## src/rtl/md_issue_ctrl_if.sv

```systemverilog
// Issue-control <-> pipeline / multiply-divide unit signal bundle.
// slave is the issue controller; master is the driving side (pipeline + MD unit).
interface md_issue_ctrl_if;
  logic        op_valid;
  logic [3:0]  op_code;
  logic [31:0] rs_data;
  logic [31:0] rt_data;
  logic        flush;
  logic        md_busy;
  logic        stall;
  logic        md_mult;
  logic        md_multu;
  logic        md_div;
  logic        md_divu;
  logic        md_madd;
  logic        md_mthi;
  logic        md_mtlo;
  logic [31:0] md_data1;
  logic [31:0] md_data2;
  logic        div_zero;
  logic        wdog_err;

  modport slave (
    input  op_valid, op_code, rs_data, rt_data, flush, md_busy,
    output stall, md_mult, md_multu, md_div, md_divu, md_madd, md_mthi, md_mtlo,
    output md_data1, md_data2, div_zero, wdog_err
  );

  modport master (
    output op_valid, op_code, rs_data, rt_data, flush, md_busy,
    input  stall, md_mult, md_multu, md_div, md_divu, md_madd, md_mthi, md_mtlo,
    input  md_data1, md_data2, div_zero, wdog_err
  );
endinterface

```

## src/rtl/md_issue_ctrl.sv

```systemverilog
// Issue controller for the multiply/divide unit: accepts E-stage MD ops, emits
// one-cycle start strobes with registered operands, stalls D/E until the unit is idle.
module md_issue_ctrl #(
  parameter int unsigned WDOG_MAX = 31
) (
  input  logic          clk,
  input  logic          reset,
  md_issue_ctrl_if.slave md
);

  localparam int unsigned WDOG_W = $clog2(WDOG_MAX + 1);

  typedef enum logic [1:0] {
    S_IDLE,
    S_START,
    S_GAP,
    S_BUSY
  } state_e;

  state_e              r_state;
  state_e              w_state_nxt;
  logic [3:0]          r_op_code;
  logic [6:0]          r_strobe;
  logic [6:0]          w_strobe_nxt;
  logic [31:0]         r_data1;
  logic [31:0]         r_data2;
  logic                r_div_zero;
  logic                r_wdog_err;
  logic [WDOG_W-1:0]   r_wdog;
  logic                w_wdog_trip;
  logic                w_is_md;
  logic                w_is_issue;
  logic                w_accept;

  assign w_is_md    = (md.op_code >= 4'd1) && (md.op_code <= 4'd9);
  assign w_is_issue = (md.op_code >= 4'd1) && (md.op_code <= 4'd7);
  assign w_accept   = (r_state == S_IDLE) && md.op_valid && !md.flush && w_is_issue;

  // Gated by reset so the pipeline is never held while the block is in reset.
  assign md.stall = reset && md.op_valid && !md.flush && w_is_md &&
                    ((r_state != S_IDLE) || w_accept);

  // NOTE: every always_comb output gets a default first so no latch is inferred.
  always_comb begin
    w_state_nxt = r_state;
    w_wdog_trip = 1'b0;
    case (r_state)
      S_IDLE:  if (w_accept) w_state_nxt = S_START;
      S_START: w_state_nxt = (r_op_code <= 4'd5) ? S_GAP : S_IDLE;
      S_GAP:   w_state_nxt = S_BUSY;
      S_BUSY: begin
        if (!md.md_busy) begin
          w_state_nxt = S_IDLE;
        end else if (r_wdog == WDOG_W'(WDOG_MAX - 1)) begin
          w_wdog_trip = 1'b1;
          w_state_nxt = S_IDLE;
        end
      end
      default: w_state_nxt = S_IDLE;
    endcase
  end

  // Strobe bit order: mult, multu, div, divu, madd, mthi, mtlo.
  always_comb begin
    w_strobe_nxt = '0;
    if (w_accept) begin
      case (md.op_code)
        4'd1:    w_strobe_nxt[0] = 1'b1;
        4'd2:    w_strobe_nxt[1] = 1'b1;
        4'd3:    w_strobe_nxt[2] = 1'b1;
        4'd4:    w_strobe_nxt[3] = 1'b1;
        4'd5:    w_strobe_nxt[4] = 1'b1;
        4'd6:    w_strobe_nxt[5] = 1'b1;
        4'd7:    w_strobe_nxt[6] = 1'b1;
        default: w_strobe_nxt = '0;
      endcase
    end
  end

  // NOTE: sequential state uses non-blocking assignments so all registers see pre-edge values.
  always_ff @(posedge clk or negedge reset) begin
    if (!reset) begin
      r_state    <= S_IDLE;
      r_op_code  <= '0;
      r_strobe   <= '0;
      // NOTE: operand registers are reset too, since they are visible outputs.
      r_data1    <= '0;
      r_data2    <= '0;
      r_div_zero <= 1'b0;
      r_wdog_err <= 1'b0;
      r_wdog     <= '0;
    end else begin
      r_state    <= w_state_nxt;
      r_strobe   <= w_strobe_nxt;
      r_div_zero <= w_accept && ((md.op_code == 4'd3) || (md.op_code == 4'd4)) &&
                    (md.rt_data == 32'd0);
      if (w_accept) begin
        r_op_code <= md.op_code;
        r_data1   <= md.rs_data;
        r_data2   <= md.rt_data;
      end
      if (r_state == S_GAP) begin
        r_wdog <= '0;
      end else if ((r_state == S_BUSY) && (r_wdog != WDOG_W'(WDOG_MAX))) begin
        r_wdog <= r_wdog + 1'b1;
      end
      if (w_wdog_trip) r_wdog_err <= 1'b1;
    end
  end

  assign md.md_mult  = r_strobe[0];
  assign md.md_multu = r_strobe[1];
  assign md.md_div   = r_strobe[2];
  assign md.md_divu  = r_strobe[3];
  assign md.md_madd  = r_strobe[4];
  assign md.md_mthi  = r_strobe[5];
  assign md.md_mtlo  = r_strobe[6];
  assign md.md_data1 = r_data1;
  assign md.md_data2 = r_data2;
  assign md.div_zero = r_div_zero;
  assign md.wdog_err = r_wdog_err;

endmodule

```

## src/flat_wrapper.sv

```systemverilog
// flat-port wrapper written by rule: the top's interface ports become plain ports
module md_issue_ctrl_flat 
#(
  parameter int unsigned WDOG_MAX = 31
)
  (clk, reset, md_op_valid, md_op_code, md_rs_data, md_rt_data, md_flush, md_md_busy, md_stall, md_md_mult, md_md_multu, md_md_div, md_md_divu, md_md_madd, md_md_mthi, md_md_mtlo, md_md_data1, md_md_data2, md_div_zero, md_wdog_err);
  md_issue_ctrl_if md_i ();
  input  logic clk;
  input  logic reset;
  input wire logic [$bits(md_i.op_valid)-1:0] md_op_valid;
  input wire logic [$bits(md_i.op_code)-1:0] md_op_code;
  input wire logic [$bits(md_i.rs_data)-1:0] md_rs_data;
  input wire logic [$bits(md_i.rt_data)-1:0] md_rt_data;
  input wire logic [$bits(md_i.flush)-1:0] md_flush;
  input wire logic [$bits(md_i.md_busy)-1:0] md_md_busy;
  output wire logic [$bits(md_i.stall)-1:0] md_stall;
  output wire logic [$bits(md_i.md_mult)-1:0] md_md_mult;
  output wire logic [$bits(md_i.md_multu)-1:0] md_md_multu;
  output wire logic [$bits(md_i.md_div)-1:0] md_md_div;
  output wire logic [$bits(md_i.md_divu)-1:0] md_md_divu;
  output wire logic [$bits(md_i.md_madd)-1:0] md_md_madd;
  output wire logic [$bits(md_i.md_mthi)-1:0] md_md_mthi;
  output wire logic [$bits(md_i.md_mtlo)-1:0] md_md_mtlo;
  output wire logic [$bits(md_i.md_data1)-1:0] md_md_data1;
  output wire logic [$bits(md_i.md_data2)-1:0] md_md_data2;
  output wire logic [$bits(md_i.div_zero)-1:0] md_div_zero;
  output wire logic [$bits(md_i.wdog_err)-1:0] md_wdog_err;
  assign md_i.op_valid = md_op_valid;
  assign md_i.op_code = md_op_code;
  assign md_i.rs_data = md_rs_data;
  assign md_i.rt_data = md_rt_data;
  assign md_i.flush = md_flush;
  assign md_i.md_busy = md_md_busy;
  assign md_stall = md_i.stall;
  assign md_md_mult = md_i.md_mult;
  assign md_md_multu = md_i.md_multu;
  assign md_md_div = md_i.md_div;
  assign md_md_divu = md_i.md_divu;
  assign md_md_madd = md_i.md_madd;
  assign md_md_mthi = md_i.md_mthi;
  assign md_md_mtlo = md_i.md_mtlo;
  assign md_md_data1 = md_i.md_data1;
  assign md_md_data2 = md_i.md_data2;
  assign md_div_zero = md_i.div_zero;
  assign md_wdog_err = md_i.wdog_err;
  md_issue_ctrl #(.WDOG_MAX(WDOG_MAX)) u_core (.clk(clk), .reset(reset), .md(md_i));
endmodule
```

## config.mk

```make
export PLATFORM = sky130hd
export DESIGN_NAME = md_issue_ctrl_flat
export DESIGN_NICKNAME = d
export VERILOG_FILES = /design/src/rtl/md_issue_ctrl_if.sv /design/src/rtl/md_issue_ctrl.sv /design/src/flat_wrapper.sv
export SDC_FILE = /design/constraint.sdc
export NUM_CORES = 1
export LEC_CHECK = 0
export BUFFER_PORTS_ARGS = -buffer_cell sky130_fd_sc_hd__buf_2
export CORE_UTILIZATION = 25
export DETAILED_ROUTE_END_ITERATION = 8
export HOLD_SLACK_MARGIN = 0.02
export PLACE_DENSITY = 0.49
export REMOVE_ABC_BUFFERS = 1
export SLEW_MARGIN = 25
export SYNTH_ARGS = -nofsm -noshare
export SYNTH_HDL_FRONTEND = slang
export SYNTH_SLANG_ARGS = --single-unit
```

## constraint.sdc

```tcl
create_clock -name clk -period 2.2 [get_ports clk]
set_input_delay 0.22 -clock clk [delete_from_list [all_inputs] [get_ports clk]]
set_output_delay 0.22 -clock clk [all_outputs]
set_load 0.02 [all_outputs]
```

After elaboration in Yosys (flattened, before gate mapping)
Cells that the tools add are included.

Latch bits: 0. Word-level logic and storage cells: 65. Register bits after elaboration: 84. Bits in writable memories: 0. Memory bits (read-only): 0. Memories kept: 0. Bits of input ports: 73. Output and inout port bits: 74.

Magnitude comparators: 4. Shift-type cells: 0. Divide/modulo/power cells: 0. Multipliers: 0. Multiplexer cells: 18. Bitwise logic cells: 0. Reductions and logical operators: 20. Add/subtract/negate cells: 1. Eq/ne operators: 14.

Operators by type and width (number): $logic_not A32 Y1 (1); $eq A4 B3 Y1 const B (4); $logic_and A1 B1 Y1 (12); $mux W1 (10); $mux W5 (2); $eq A4 B2 Y1 const B (2); $le A4 B3 Y1 const B (2); $mux W2 (4); $pmux W2 S4 (1); $mux W7 (1); $add A5 B1 Y5 const B (1); $eq A5 B5 Y1 const B (1); $ne A5 B5 Y1 const B (1); $eq A2 B2 Y1 const B (2); $eq A4 B1 Y1 const B (1); $ge A4 B1 Y1 const B (1); $le A4 B4 Y1 const B (1); $reduce_bool A2 Y1 (2); $ne A3 B2 Y1 const B (1); $eq A2 B1 Y1 const B (1); $logic_not A2 Y1 (1); $logic_or A1 B1 Y1 (2); $ne A2 B1 Y1 const B (1); $reduce_and A2 Y1 (1); $logic_not A1 Y1 (1).

Depth between registers and ports, before layout
Word-level depth: 6. Mapped depth: 6. Mapped depth without buffers: 6.

Worst setup path before layout
Ideal clock, no wire load.

Path kind: flip-flop to flip-flop. From: register u_core.r_state[0]. To: register u_core.r_data1[30] (netlist: u_core.md.md_data1[30]). Stages on the path, launching flop included: 6. Path slack: 0.370 ns. Clock period less this slack: 1.830 ns. Data arrival time: 1.703 ns. Buffers on the path: 2. Library setup time: 0.127 ns. Required time: 2.073 ns. Path through: dfrtp_1 -> nor4b_4 -> nor3b_2 -> buf_4 -> buf_6 -> mux2_1.

Longest elaborated chain between the ends: 4.

Ends and longest elaborated chain: from (decl) (RTL line md_issue_ctrl.sv:20) `state_e r_state;`; from (signal assigned) (RTL line md_issue_ctrl.sv:93) `r_state <= w_state_nxt;`; $logic_not A2 Y1 (RTL line md_issue_ctrl.sv:37) `assign w_accept = (r_state == S_IDLE) && md.op_valid && !md.flush && w_is_issue;`; $logic_and A1 B1 Y1 (3 in a row) (RTL line md_issue_ctrl.sv:37); to (signal assigned) (RTL line md_issue_ctrl.sv:99) `r_data1 <= md.rs_data;`; to (decl) (RTL line md_issue_ctrl.sv:25) `logic [31:0] r_data1;`.

Every way passes these cells. A chain may end at the register's enable or synchronous reset.

Final worst setup path
From: register u_core.r_state[0]. To: register u_core.r_data2[28] (netlist: u_core.md.md_data2[28]).

Longest elaborated chain between the ends: 4.

Ends and longest elaborated chain: $logic_not A2 Y1 (RTL line md_issue_ctrl.sv:37); $logic_and A1 B1 Y1 (3 in a row) (RTL line md_issue_ctrl.sv:37); to (signal assigned) (RTL line md_issue_ctrl.sv:100) `r_data2 <= md.rt_data;`; to (decl) (RTL line md_issue_ctrl.sv:26) `logic [31:0] r_data2;`.

Every way passes these cells.

==> results.toml <==
[run_status]
status = "finished, final reports clean"

[final_layout]
num_antenna_cells = 0
drive_gt1_share_pct = 56.0
final_cell_area_um2 = 4560
nNetsFinal = 455
fin_cells = 554
area_growth_syn_to_layout_pct = 36.7

[grt]
grt_usage_pct = 11.8
grt_overflow_total = 0
grt_pass1_wl_mm = 12.6
grt_pass1_vias = 2458
antenna_found_initial = 0
grt_max_degree = 84

[die]
rows = 41
chipWidth_um = 117
die_h_um = 117
start_util_pct = 26.0
fp.coreArea_um2 = 12800
ios = 147
fp.dieArea_um2 = 13800

[yosys]
synth_compound_area_share_pct = 3.34
netlist_area_um2 = 3330
yosys_warnings = 0
yosys.area_share.adder_pct = 1.13
synthCells = 227
synth_cell_types = 37
synth_xor_area_share_pct = 0
synth_top_family_by_area = "multiplexers"
synth-seq-area-share_pct = 62.3
ys_ff_latch = 83
muxShareOfSynthArea_pct = 22.6
syn_avg_cell_area_um2 = 14.7
synth-simple-area-share_pct = 8.18

[power]
p_leak_uw = 0.00228
p_per_area_nw_per_um2 = 1330
irDropWorstVdd_mv = 0.616

[detailed_routing]
num_vias = 2357
dr.pass1.iters = 4
vias_per_cell = 4.25
drt-initial-drc-count = 73
ant_nets = 0
wl_per_cell_um = 13.7
wirelength_mm = 7.57
drc = 0

[sta]
setup_viol_count_final = 0
timing.final.ws_setup_ns = 0.170
fin_crit_ns = 2.03
drv_slew = 0
relSlewSlack_pct = 70.5
worst_slew_pin_slew_ns = 0.439
skew_ns = 0.00580
hold_viol = 0
timing.fmax_mhz = 493
whs_ns = 0.105
rsz0062_at_grt = "false"
finalCritPeriodShare_pct = 92.3

[hold_path]
hold_start = "md_rs_data[30]"
hp-class = "in -> reg"
min_path_cells = 2
whs_endpoint = "u_core.md.md_data1[30]$_DFFE_PN0P_"

[critical_path]
critical_path_class = "reg -> reg"
crit_arrival_ns = 2.25
rrSetupSlack_ns = 0.17
path_max_fanout = 67
start_kind = "flop"
r2r_end = "u_core.md.md_data2[28]$_DFFE_PN0P_"
cp_data_required_time_ns = 2.42
worst_setup_path_end_kind = "flop"
r2r_start = "u_core.r_state[0]$_DFFE_PN0P_"
reg2regPathDepth = 4

[clock_network]
clk_latency_ns = 0.33
h-tree-depth = 3
cts_tree = "done"
clk_pin_slew_ns = 0.06
cts_root_buffer = "clkbuf_16"
cts.sinks = 83
cts_made_buffers = 9
ctsLongestPathBuffers = 2

[placement]
finalWeightedCongestion = 0.715
dp_hpwl_mm = 5.30
post-place-ws_ns = 0.174
postPlaceCellArea_um2 = 4280
dp.cells = 539
io_buffers = 146

[flow_run]
drv_cap = 0
[per-stage QoR]
step | TNS, ns | total power, uW | util (%)
6_report | 0 | 6080 | 35.5
5_1_grt | 0 | 6480 | 35.5
4_1_cts | 0 | 6190 | 35.5
3_5_place_dp | 0 | 4760 | 33.4
3_3_place_gp | 0 | 4720 | 33.4
2_1_floorplan | -119.49 | 3870 | -
[synth_stat cells]
library cell	instances	area, um2
a31o_2	1	8.76
mux2_1	18	203
ha_1	3	37.5
dfrtp_1	83	2080
nor3b_2	1	12.5
and3_1	1	6.26
a22oi_1	2	15.0
a211oi_1	1	7.51
or3_1	1	6.26
mux2i_1	2	20.0
nand4b_1	1	8.76
o22ai_1	3	18.8
buf_6	2	22.5
nor3_1	3	15.0
nor2_1	5	18.8
nor4b_4	1	23.8
nor2b_1	5	31.3
o21ai_0	4	20.0
nor4b_1	1	8.76
nor3b_1	1	7.51
nor4_2	1	12.5
o21bai_1	1	7.51
mux2_2	47	529
buf_2	4	20.0
inv_1	7	26.3
a211o_1	1	8.76
or3b_2	1	8.76
nand3_1	1	5.00
clkbuf_1	2	7.51
buf_4	1	7.51
nand2b_1	2	12.5
a32o_1	1	10.0
a21oi_1	3	15.0
nand3b_1	2	15.0
nand4_1	3	18.8
nor4_1	8	50.1
nand2_1	3	11.3
[power by group]
| group | total (uW) | switching [uW] | internal, uW |
|---|---|---|---|
| clock | 1370 | 562 | 811 |
| sequential | 2470 | 325 | 2150 |
| combinational | 2230 | 1300 | 937 |
| total | 6080 | 2180 | 3900 |
[sequential cells by signal (all words and copies together), names as in the netlist, named ones only]
name	flops
u_core.md.div_zero	1
u_core.md.md_data1	32
u_core.md.md_data2	32
u_core.md.wdog_err	1
u_core.r_op_code	3
u_core.r_state	1
u_core.r_strobe	7
u_core.r_wdog	5
[worst max-delay path, cell delays in order (launching register included)]
cell and delay (ns):
dfrtp_1 0.46, nor4b_4 0.39, nor3b_4 0.29, buf_12 0.35, mux2_2 0.38
[placed cells by master (no fill, tap or decap), drive strengths merged, types with 4 or more instances in the layout]
cell,count
buf,149
clkbuf,12
dfrtp,83
inv,7
mux2,65
nor2,5
nor2b,5
nor4,9
o21ai,4
[routing by layer]
layer / wire, um / track usage [%]
met3: 620 / 5.47
met4: 44 / 3.85
met1: 3470 / 14.7
met2: 3430 / 17.9
met5: 0 / 0
[worst max path at each step]
stage / endpoint / startpoint / depth (start not counted)
final: u_core.md.md_data2[28]$_DFFE_PN0P_ / u_core.r_state[0]$_DFFE_PN0P_ / 4
after global routing: u_core.md.md_data1[0]$_DFFE_PN0P_ / u_core.r_state[0]$_DFFE_PN0P_ / 4
after CTS: u_core.md.md_data2[27]$_DFFE_PN0P_ / u_core.r_state[0]$_DFFE_PN0P_ / 4
after floorplan: u_core.md.md_data1[0]$_DFFE_PN0P_ / u_core.r_state[0]$_DFFE_PN0P_ / 3
after detailed placement: u_core.md.md_data2[27]$_DFFE_PN0P_ / u_core.r_state[0]$_DFFE_PN0P_ / 4
after global placement: u_core.md.md_data1[10]$_DFFE_PN0P_ / u_core.r_state[0]$_DFFE_PN0P_ / 4
[timing repair]
action,4_1_cts,5_1_grt
setup buffers,0,0
hold buffers,1,0
resized for setup,0,0
endpoints found under the hold margin,83,0
endpoints found under the setup margin,0,0
[cell families (layout without fill, tap and decap cells)]
family,Yosys count,after routing
flops,83,83
fa+ha+maj,3,3
simple gates,41,41
mux,67,67
buf+inv,16,171
compound gates,17,17
[cell type report]
class                           count  area, um2
Multi-Input combinational cell    128       1180
Timing Repair Buffer              150        791
Fill cell                        1330       8270
Clock buffer                       12        256
Inverter                            7       26.3
Tap cell                          172        215
Sequential cell                    83       2080
Clock inverter                      2       12.5
Note: power is estimated with default switching activity, not from simulation.
